===== src/rtl/hub75_bcm_driver.sv =====
`default_nettype none
// +--------------------------------------------------------------------------+
// | Module   : hub75_bcm_driver                                              |
// | Purpose  : HUB75 LED panel scanner with binary code modulation. Fetches  |
// |            DEPTH-bit RGB pixels for the top and bottom row halves from a |
// |            synchronous framebuffer, shifts one bit plane per pass, and   |
// |            shows plane b for BASE_ON<<b cycles. The shift of the next    |
// |            plane overlaps the display of the current one.                |
// | Ports    : clk, rst_n        - clock, async active-low reset             |
// |            enable, blank     - run scanning / force panel dark           |
// |            rd_en,rd_x,rd_row - framebuffer read request                  |
// |            rd_top, rd_bot    - pixel data, valid the cycle after rd_en   |
// |            hclk,lat,oe_n,addr- panel control pins                        |
// |            r0,g0,b0,r1,g1,b1 - panel colour bits (top / bottom)          |
// |            frame_start       - pulse on the latch of row 0, plane 0      |
// | Revision : 1.0 - initial release                                         |
// +--------------------------------------------------------------------------+
module hub75_bcm_driver #(
  parameter int COLS      = 64,
  parameter int ADDR_BITS = 5,
  parameter int DEPTH     = 4,
  parameter int BASE_ON   = 8
) (
  input  logic                     clk,
  input  logic                     rst_n,
  input  logic                     enable,
  input  logic                     blank,
  output logic                     rd_en,
  output logic [$clog2(COLS)-1:0]  rd_x,
  output logic [ADDR_BITS-1:0]     rd_row,
  input  logic [3*DEPTH-1:0]       rd_top,
  input  logic [3*DEPTH-1:0]       rd_bot,
  output logic                     hclk,
  output logic                     lat,
  output logic                     oe_n,
  output logic [ADDR_BITS-1:0]     addr,
  output logic                     r0,
  output logic                     g0,
  output logic                     b0,
  output logic                     r1,
  output logic                     g1,
  output logic                     b1,
  output logic                     frame_start
);

  localparam int CW = $clog2(COLS);
  localparam int PW = (DEPTH > 1) ? $clog2(DEPTH) : 1;
  localparam int TW = $clog2(BASE_ON << (DEPTH - 1)) + 1;

  localparam logic [CW-1:0] C_COL_LAST   = CW'(COLS - 1);
  localparam logic [PW-1:0] C_PLANE_LAST = PW'(DEPTH - 1);

  typedef enum logic [2:0] {
    S_IDLE    = 3'd0,
    S_FETCH   = 3'd1,
    S_LOAD    = 3'd2,
    S_CLK_HI  = 3'd3,
    S_WAIT_ON = 3'd4,
    S_LATCH   = 3'd5,
    S_RUN     = 3'd6,
    S_DRAIN   = 3'd7
  } state_t;

  state_t                 state_q, state_d;
  logic [CW-1:0]          col_q, col_d;
  logic [PW-1:0]          plane_q, plane_d;
  logic [ADDR_BITS-1:0]   row_q, row_d;
  logic [TW-1:0]          timer_q, timer_d;

  logic                   rd_en_q, rd_en_d;
  logic [CW-1:0]          rd_x_q, rd_x_d;
  logic [ADDR_BITS-1:0]   rd_row_q, rd_row_d;
  logic                   hclk_q, hclk_d;
  logic                   lat_q, lat_d;
  logic                   oe_n_q, oe_n_d;
  logic [ADDR_BITS-1:0]   addr_q, addr_d;
  logic [2:0]             rgb0_q, rgb0_d;
  logic [2:0]             rgb1_q, rgb1_d;
  logic                   fs_q, fs_d;

  // Shifting the pixel word down by the plane index puts the current plane's
  // R, G and B bits at fixed positions 2*DEPTH, DEPTH and 0.
  logic [3*DEPTH-1:0]     top_sh_w, bot_sh_w;
  assign top_sh_w = rd_top >> plane_q;
  assign bot_sh_w = rd_bot >> plane_q;

  // Outputs are registered against the next state, so each output shows the
  // value belonging to the state the FSM is in during that same cycle.
  always_comb begin
    state_d = state_q;
    col_d   = col_q;
    plane_d = plane_q;
    row_d   = row_q;
    timer_d = (timer_q != '0) ? timer_q - TW'(1) : timer_q;

    case (state_q)
      S_IDLE:    if (enable) state_d = S_FETCH;
      S_FETCH:   state_d = S_LOAD;
      S_LOAD:    state_d = S_CLK_HI;
      S_CLK_HI: begin
        if (col_q == C_COL_LAST) begin
          col_d   = '0;
          state_d = S_WAIT_ON;
        end else begin
          col_d   = col_q + CW'(1);
          state_d = S_FETCH;
        end
      end
      S_WAIT_ON: if (timer_q == '0) state_d = S_LATCH;
      S_LATCH: begin
        // Load the on-time of the plane being latched, then move the shift
        // pointers on so the next plane can be shifted during its display.
        timer_d = TW'(BASE_ON) << plane_q;
        if (plane_q == C_PLANE_LAST) begin
          plane_d = '0;
          row_d   = row_q + ADDR_BITS'(1);
        end else begin
          plane_d = plane_q + PW'(1);
        end
        state_d = S_RUN;
      end
      S_RUN:     state_d = enable ? S_FETCH : S_DRAIN;
      S_DRAIN: begin
        if (timer_q == '0) begin
          plane_d = '0;
          row_d   = '0;
          state_d = S_IDLE;
        end
      end
      default:   state_d = S_IDLE;
    endcase

    rd_en_d  = (state_d == S_FETCH);
    rd_x_d   = rd_x_q;
    rd_row_d = rd_row_q;
    if (state_d == S_FETCH) begin
      rd_x_d   = col_d;
      rd_row_d = row_d;
    end

    hclk_d = (state_d == S_CLK_HI);
    lat_d  = (state_d == S_LATCH);
    addr_d = (state_d == S_LATCH) ? row_q : addr_q;
    fs_d   = (state_d == S_LATCH) && (row_q == '0) && (plane_q == '0);

    // Registering straight from the blank input gives oe_n exactly one cycle
    // of latency to blank; the panel is dark whenever no on-time remains.
    oe_n_d = (timer_d == '0) || blank || (state_d == S_LATCH);

    // Framebuffer data arrives during LOAD and is captured at its end, so it
    // is on the pins for the whole CLK_HI cycle and the following FETCH.
    rgb0_d = rgb0_q;
    rgb1_d = rgb1_q;
    if (state_q == S_LOAD) begin
      rgb0_d = {top_sh_w[2*DEPTH], top_sh_w[DEPTH], top_sh_w[0]};
      rgb1_d = {bot_sh_w[2*DEPTH], bot_sh_w[DEPTH], bot_sh_w[0]};
    end
  end

  always_ff @(posedge clk or negedge rst_n) begin
    if (!rst_n) begin
      state_q  <= S_IDLE;
      col_q    <= '0;
      plane_q  <= '0;
      row_q    <= '0;
      timer_q  <= '0;
      rd_en_q  <= 1'b0;
      rd_x_q   <= '0;
      rd_row_q <= '0;
      hclk_q   <= 1'b0;
      lat_q    <= 1'b0;
      oe_n_q   <= 1'b1;
      addr_q   <= '0;
      rgb0_q   <= '0;
      rgb1_q   <= '0;
      fs_q     <= 1'b0;
    end else begin
      state_q  <= state_d;
      col_q    <= col_d;
      plane_q  <= plane_d;
      row_q    <= row_d;
      timer_q  <= timer_d;
      rd_en_q  <= rd_en_d;
      rd_x_q   <= rd_x_d;
      rd_row_q <= rd_row_d;
      hclk_q   <= hclk_d;
      lat_q    <= lat_d;
      oe_n_q   <= oe_n_d;
      addr_q   <= addr_d;
      rgb0_q   <= rgb0_d;
      rgb1_q   <= rgb1_d;
      fs_q     <= fs_d;
    end
  end

  assign rd_en       = rd_en_q;
  assign rd_x        = rd_x_q;
  assign rd_row      = rd_row_q;
  assign hclk        = hclk_q;
  assign lat         = lat_q;
  assign oe_n        = oe_n_q;
  assign addr        = addr_q;
  assign {r0, g0, b0} = rgb0_q;
  assign {r1, g1, b1} = rgb1_q;
  assign frame_start = fs_q;

endmodule
`default_nettype wire


===== config.mk =====
export PLATFORM = sky130hd
export DESIGN_NAME = hub75_bcm_driver
export DESIGN_NICKNAME = d
export VERILOG_FILES = /design/src/rtl/hub75_bcm_driver.sv
export SDC_FILE = /design/constraint.sdc
export NUM_CORES = 1
export LEC_CHECK = 0
export BUFFER_PORTS_ARGS = -buffer_cell sky130_fd_sc_hd__buf_2
export CAP_MARGIN = 30
export CORE_MARGIN = 4
export CORE_UTILIZATION = 54
export DETAILED_ROUTE_END_ITERATION = 16
export GPL_ROUTABILITY_DRIVEN = 0
export GPL_TIMING_DRIVEN = 0
export PLACE_DENSITY_LB_ADDON = 0.15
export SETUP_SLACK_MARGIN = 0.05
export SYNTH_ARGS = -nofsm -noshare
export SYNTH_HDL_FRONTEND = slang
export SYNTH_SLANG_ARGS = --single-unit

===== constraint.sdc =====
create_clock -name clk -period 2.1 [get_ports clk]
set_input_delay 0.105 -clock clk [delete_from_list [all_inputs] [get_ports clk]]
set_output_delay 0.105 -clock clk [all_outputs]
set_load 0.05 [all_outputs]

# After elaboration in Yosys (flattened, before gate mapping)
# Index checks and enable logic that the tools add are counted.
[classes]
reduce_logical = 12
mux = 16
eq_ne = 13
n_addsub = 4
shifts = 3
[op_table]
columns = ["op", "count"]
rows = [
  ["3-bit case mux with 8 select lines", 1],
  ["12-bit by 2-bit right shift with 9-bit output", 2],
  ["3-bit == test, second input constant", 5],
  ["3-bit 2-to-1 mux", 5],
  ["7-bit logical NOT", 2],
  ["7-bit 2-to-1 mux", 2],
  ["6-bit 2-to-1 mux", 2],
  ["5-bit 2-to-1 mux", 2],
  ["5-bit case mux with 2 select lines", 1],
  ["3-bit by 2-bit == test with 1-bit output, second input constant", 3],
  ["7-bit nonzero test", 1],
  ["4-bit by 2-bit << shifter with 7-bit output, first input constant", 1],
  ["7-bit by 1-bit subtractor with 7-bit output, second input constant", 1],
  ["6-bit by 1-bit adder with 6-bit output, second input constant", 1],
  ["3-bit by 1-bit == test with 1-bit output, second input constant", 2],
  ["6-bit == test, second input constant", 1],
  ["5-bit by 1-bit adder with 5-bit output, second input constant", 1],
  ["5-bit logical NOT", 1],
  ["2-bit 2-to-1 mux", 2],
  ["2-bit case mux with 2 select lines", 1],
  ["3-bit logical NOT", 1],
  ["2-bit by 1-bit adder with 2-bit output, second input constant", 1],
  ["2-bit == test, second input constant", 1],
  ["1-bit logical AND", 2],
  ["other kinds (5)", 6],
]
[word_totals]
regBits = 50
word_cells = 63
output_inout_bits = 27
in_bits = 28

# Logic depth before layout (Yosys ltp)
# Gate-level depths: netlist (run 1).
[logic_depth]
word_depth = 6
mapped_depth = 7
mapped_depth_nobuf = 7

# Worst setup path after synthesis (run 1)
# OpenSTA, ideal clock, no wires.
[synth_timing]
kind = "register -> register"
start = "register timer_q[2]"
end = "register rd_row_q[1], in the netlist rd_row[1]"
t_required_ns = 1.975
path_slack_ns = 0.295
path_stages_with_launch = 6
arrival_time_ns = 1.680
period_less_slack_ns = 1.805
path_cell_list = "dfrtp_1 > nor4_4 > nand3b_4 > a21o_4 > a22o_1 > mux2_2"
[synth_rtl]
columns = ["item", "line_no", "text"]
rows = [
  ["start: declaration", "68", "logic [TW-1:0] timer_q, timer_d;"],
  ["start signal: assignment", "182", "timer_q <= timer_d;"],
  ["7-bit logical NOT", "124", "if (timer_q == '0) begin"],
  ["5-bit 2-to-1 mux", "124", ""],
  ["5-bit case mux with 2 select lines", "96", "case (state_q)"],
  ["named net row_d[1]", "67", "logic [ADDR_BITS-1:0] row_q, row_d;"],
  ["end signal: assignment", "185", "rd_row_q <= rd_row_d;"],
  ["end: declaration", "72", "logic [ADDR_BITS-1:0] rd_row_q, rd_row_d;"],
]
# The timed path passes the listed nets, and every way through them passes these cells.
# A chain may end at the register's enable or synchronous reset.

# Final worst setup path (run 1)
[layout_timing]
start = "register timer_q[4]"
end = "register rd_row_q[1], in the netlist rd_row[1]"
# The elaborated chain is that of the path after synthesis.

==> results.md, run 1 <==
- Status: complete, no violations
- Number of port buffers: 54
- CTS tree: yes
- Total CTS buffers: 5
- DRT Pass-1 Iters: 4
- FP Rows: 24
- Crit path kind: reg -> reg
- Fin. Hold Viols: 0
- Part of the cycle the worst path needs: 0.920
- Pwr/cell area: 1260 nW/um^2
- Max FO, Critical Path: 8
- Maximum number of pins on one net before global-route repair: 31
- Register area share after synthesis: 0.499
- Synthesized cell area: 2510 sq um
- Worst Hold Class: in -> reg
- Worst-Margin Slew: 0.586 ns
- CP startpoint kind: flip-flop
- Mean area per synthesized cell: 11.4 sq um
- Core Footprint: 4410 sq um
- Peak supply drop: 1.06 mV
- Global route total overflow: 0
- Starting density of the core: 0.568
- Data required, critical path: 2.29 ns
- Die height: 76.2 um
- Commonest non-fill, non-tap cell in the layout: buf_2
- Final Max Tran Viols: 0
- Synth area leader: dfrtp_1
- Worst r2r src: timer_q[4]
- Max-cap violations: 0
- EDFF count, synth: 0
- Die area: 5800 sq um
- Static Leak: 1.45 nW
- CP Data Arrival Time: 2.13 ns
- FFs w/ async S/R, synth: 1.00
- Post-synth net total: 257
- Yosys cell types: 40
- GRT Overall Usage: 0.182
- Diodes inserted: 0
- Placed insts: 327
- Wire per inst: 14.8 um
- Hold WS: 0.00548 ns
- Share of cells above drive strength 1: 0.364
- CTS Buffer Depth: 2
- Placed wire-length estimate: 3780 um
- Post-layout util: 0.678
- Period minus WS final: 1.93 ns
- F_max: 517 MHz
- Worst slew margin: 0.608
- Worst Setup SP: timer_q[4]
- RSZ-0062 raised after global routing: true
- Final Setup Violations: 0
- Hold wc startpoint: blank
- #FFs+latches synth: 50
- Fillers: 359
- Synth warnings: 0
- CTS H-Tree Depth: 2
- Global-route wire length before repair: 8800 um
- Share of the synthesized area in the top cell type: 0.489
- Commonest cells after routing, fill and taps aside: 56 x buf_2, 48 x dfrtp_1, 21 x mux2_2
- Clock Skews: 0.00680 ns
- DRC viols: 0
- Initial antenna violation count: 0
- Clk slew on worst S/H paths: 0.09 ns
- Final setup TNS: 0 ns
- Number of I/O pins: 55
- Layout Cells excl Fill: 338
- Synth Flop Type: dfrtp_1
- Die width: 76.2 um
- Initial drt markers: 91
- Number of global-route vias before repair: 1905
- CTS root buffer: clkbuf_8
- Area occupied by multi-input gates: 1170 sq um
- CP Capture Type: flip-flop
- Synth top area cells: dfrtp_1 49%, mux2_2 9.4%, mux4_2 5.4%
- Drt total wl: 4990 um
- NumNets Final: 322
- Synthesized instance count: 220
- Register area: 1250 sq um
- ANT nets after route: 0
- Area Growth Syn to Fin: 19.3%
- Clock Latency Late Sink: 0.30 ns
- Drt via density: 5.57
- Num Clock Sinks: 50
- Vias: 1882
[cells in the mapped netlist (all sizes together), types with 2 or more instances]
library cell,count
nor3,5
nor4,2
and3,2
nand2,20
or3,4
nand3b,3
xnor2,6
nand4,4
buf,3
a31oi,3
o21ai,15
clkbuf,7
ha,9
inv,12
nor2,12
nand3,5
dfrtp,49
a21oi,9
a22o,3
and3b,2
mux4,6
o2bb2ai,5
mux2,21
[flip-flops by register name (all words and copies together), names as in the netlist]
signal and flops:
state_q 3, plane_q 2, timer_q 7, rgb0_q 3
row_q 5, rd_en 1, hclk 1, col_q 6
frame_start 1, rgb1_q 3, rd_x 6, rd_row 5
oe_n 1, addr 5, lat 1
[metrics by stage]
| step | setup slack, ns | cell area (sq um) | total power [W] |
|---|---|---|---|
| after floorplan | 0.295 | 2510 | 0.00277 |
| after global placement | 0.138 | 2840 | 0.00312 |
| after detailed placement | 0.0653 | 2860 | 0.00318 |
| after CTS | 0.0743 | 2980 | 0.00378 |
| after global routing | 0.0280 | 2990 | 0.00404 |
| final | 0.167 | 2990 | 0.00378 |
[path summary, 6_finish.rpt]
path	to	slack, ns	cells after the start
hold / removal	oe_n	0.005	3
min in group asynchronous	timer_q[5]	0.29	2
hold reg to reg	addr[0]	0.49	2
setup reg to reg	rd_row[1]	0.17	5
setup / recovery	rd_row[1]	0.17	5
max in group asynchronous	oe_n	1.23	3
[logic make-up after synthesis]
group                      count (synthesis)  synth area share
AOI/OAI and AO/OA                         42             0.109
DFF                                       50             0.499
and+or+nand+nor                           62             0.135
xor gates and xnor gates                   7            0.0244
buffers and inverters                     22            0.0354
adders and majority gates                  9            0.0449
muxes                                     28             0.152
[critical path, cell delays in order (launching register included)]
cell and delay (ns):
dfrtp_1 0.45, nor4_4 0.40, nand3b_4 0.18, a21o_4 0.28, a22o_1 0.25, mux2_2 0.26
[cell type report]
type                            instances  share of cell area
Buffer                                 10              0.0167
Clock buffer                            6              0.0276
Clock inverter                          2             0.00418
Inverter                               12              0.0151
Multi-Input combinational cell        148               0.390
Sequential cell                        50               0.419
Tap cell                               52              0.0217
Timing Repair Buffer                   58               0.105
[report_power, final]
group	total [W]	leakage, nW	switching (W)	internal (W)
clock network	0.000577	0.0472	0.000312	0.000265
registers	0.00146	0.645	0.000220	0.00124
logic	0.00174	0.761	0.00110	0.000646
[metal layers]
metal	vias up	share of wire	routed length, um	global-route usage
met5	-	0	0	0
met4	0	0.011	57	0.0490
met3	7	0.066	327	0.0532
met2	53	0.47	2340	0.300
met1	898	0.45	2260	0.235
li1	924	-	-	-
[what timing repair did]
item / 4_1_cts / 5_1_grt
setup buffers: 1 / 1
pin swaps: 0 / 2
endpoints found under the setup margin: 7 / 11
endpoints found under the hold margin: 20 / 0
resized for setup: 0 / 6
hold buffers: 1 / 0
Note: power is estimated with default switching activity, not from simulation.
==> run 2, diff against run 1 <==
Settings changed: CORE_UTILIZATION 54 to 35.
==> run 2 against run 1 <==
Compared with the run above: clock power is 9.2% lower; sequential cell count stayed put; non-clock buffer count stayed put; routed wire length is 3.2% higher; sequential share of layout area is 0.62 points lower; total power is 2.0% lower; worst setup slack worse by 0.00074 ns; register-to-register slack hardly changed; via count is 2.6% lower; global-route usage is 5.2 points lower; first-iteration DRC count is 13% lower; critical path type unchanged; critical endpoint unchanged; highest routed layer unchanged.
==> results.md, run 2 (same netlist as run 1, synthesis figures left out) <==
- Final Max Tran Viols: 0 (unchanged)
- CP startpoint kind: flip-flop (unchanged)
- F_max: 517 MHz (about the same)
- Clk slew on worst S/H paths: 0.09 ns (about the same)
- Sequential share of power: 0.394 (was 0.386)
- Initial antenna violation count: 0 (unchanged)
- Crit-path slowest cell: dfrtp_1 (unchanged)
- Global-route wire length before repair: 9030 um (was 8800 um)
- Worst slew margin: 0.607 (was 0.608)
- Number of port buffers: 54 (unchanged)
- Global route total overflow: 0 (unchanged)
- CTS H-Tree Depth: 2 (unchanged)
- Number of I/O pins: 55 (unchanged)
- Final setup TNS: 0 ns (unchanged)
- DRC viols: 0 (unchanged)
- RSZ-0062 raised after global routing: false (was true)
- GRT Overall Usage: 0.130 (was 0.182)
- Clock power share: 0.141 (was 0.153)
- Sw Ratio: 0.428 (was 0.431)
- CTS Buffer Depth: 2 (unchanged)
- Post-layout util: 0.442 (was 0.678)
- Worst Hold Class: in -> reg (unchanged)
- Core Footprint: 6870 sq um (was 4410 sq um)
- Crit path kind: reg -> reg (unchanged)
- Number of global-route vias before repair: 1910 (was 1905)
- Part of the cycle the worst path needs: 0.921 (was 0.920)
- Max reg flops: 7 (unchanged)
- Maximum number of pins on one net before global-route repair: 40 (was 31)
- Final Setup Violations: 0 (unchanged)
- Drt via density: 4.81 (was 5.57)
- Max-cap violations: 0 (unchanged)
- DRT Pass-1 Iters: 4 (unchanged)
- Switch Pwr: 0.00158 W (was 0.00163 W)
- Wire per inst: 13.5 um (was 14.8 um)
- Commonest cells after routing, fill and taps aside: 56 x buf_2, 48 x dfrtp_1, 21 x mux2_2 (unchanged)
- Fillers: 663 (was 359)
- Worst-Margin Slew: 0.587 ns (was 0.586 ns)
- Starting density of the core: 0.365 (was 0.568)
- Pwr/cell area: 1220 nW/um^2 (was 1260 nW/um^2)
- Initial drt markers: 79 (was 91)
- Clock Skews: 0.00446 ns (was 0.00680 ns)
- Vias: 1834 (was 1882)
- Num Clock Sinks: 50 (unchanged)
- Placed wire-length estimate: 3900 um (was 3780 um)
- Max FO, Critical Path: 8 (unchanged)
- CP Capture Type: flip-flop (unchanged)
- Fin. Hold Viols: 0 (unchanged)
- Static Leak: 1.44 nW (was 1.45 nW)
- Combinational Power Share: 0.464 (was 0.461)
- Area Growth Syn to Fin: 21.0% (was 19.3%)
- Status: complete, no violations (unchanged)
- Drt total wl: 5150 um (was 4990 um)
- CP Data Arrival Time: 2.12 ns (was 2.13 ns)
- CTS root buffer: clkbuf_8 (unchanged)
- Largest stage delay, worst path: 0.45 ns (about the same)
- Diodes inserted: 0 (unchanged)
- Commonest non-fill, non-tap cell in the layout: buf_2 (unchanged)
- Die area: 8590 sq um (was 5800 sq um)
- Data required, critical path: 2.29 ns (about the same)
- Internal: 0.00212 W (was 0.00215 W)
- Total CTS buffers: 5 (unchanged)
- Worst path bufs/invs: 0 (unchanged)
- Die height: 92.7 um (was 76.2 um)
- FP Rows: 30 (was 24)
- Die width: 92.7 um (was 76.2 um)
- Period minus WS final: 1.93 ns (about the same)
- Share of cells above drive strength 1: 0.361 (was 0.364)
- CP Cell Sequence: nor4_4 > nand3b_4 > a21o_4 > a22o_1 > mux2_2 (unchanged)
- Peak supply drop: 0.692 mV (was 1.06 mV)
- Most flops, register: timer_q (unchanged)
- Clock Latency Late Sink: 0.29 ns (was 0.30 ns)
- CTS tree: yes (unchanged)
- NumNets Final: 322 (unchanged)
- ANT nets after route: 0 (unchanged)
- Top delay family on crit path: simple AND/OR/NAND/NOR gates (unchanged)
[run 2: metal layers]
layer	vias up	share of wire	GRT usage
met2	22	0.50	0.221
li1	921	-	-
met1	889	0.47	0.169
met5	-	0	0
met3	2	0.022	0.0268
met4	0	0.0062	0.0354
[run 2: worst reg2reg max path, cell delays in order (launching register included)]
cell	delay (ns)
dfrtp_1	0.45
nor4_4	0.39
nand3b_4	0.18
a21o_4	0.28
a22o_1	0.27
mux2_2	0.26
[run 2: worst paths after layout]
check	start	end	slack [ns]	depth (start not counted)
min	blank	oe_n	0.01	3
min in group asynchronous	rst_n	lat	0.23	2
max reg2reg	timer_q[4]	rd_row[1]	0.17	5
min reg2reg	addr[0]	addr[0]	0.47	2
max	timer_q[4]	rd_row[1]	0.17	5
max in group asynchronous	rst_n	timer_q[6]	1.38	3
[run 2: final cells by class]
cell class                 instances  area (sq um)  area share
sequential                        50          1250       0.413
multi-input combinational        148          1180       0.387
timing repair buffer              58           315       0.104
tap                               96           120      0.0396
clock buffer                       7          76.3      0.0251
buffer                            10          50.0      0.0165
inverter                          12          45.0      0.0148
[run 2: power by group through the flow]
stage          logic (W)  clock network, W  registers, W
6_report         0.00172          0.000524       0.00146
5_1_grt          0.00189          0.000589       0.00150
4_1_cts          0.00169          0.000550       0.00146
3_5_place_dp     0.00169                 0       0.00148
3_3_place_gp     0.00167                 0       0.00148
2_1_floorplan   0.000860                 0       0.00191
[run 2: what timing repair did]
action | in CTS | in global routing
setup buffers | 0 | 2
hold buffers | 1 | 0
gates resized for setup | 0 | 8
setup endpoints to repair | 0 | 11
endpoints found under the hold margin | 11 | 0
[run 2: through the flow]
stage	cells	total power [W]	worst slack, ns	hold WS, ns	area [sq um]
2_1_floorplan	220	0.00277	0.295	-0.191	2510
3_3_place_gp	370	0.00314	0.106	0.335	2900
3_5_place_dp	371	0.00317	0.0665	0.0124	2920
4_1_cts	379	0.00370	0.0570	0.00926	3010
5_1_grt	381	0.00398	0.0578	0.0195	3040
6_report	381	0.00371	0.167	0.0149	3040
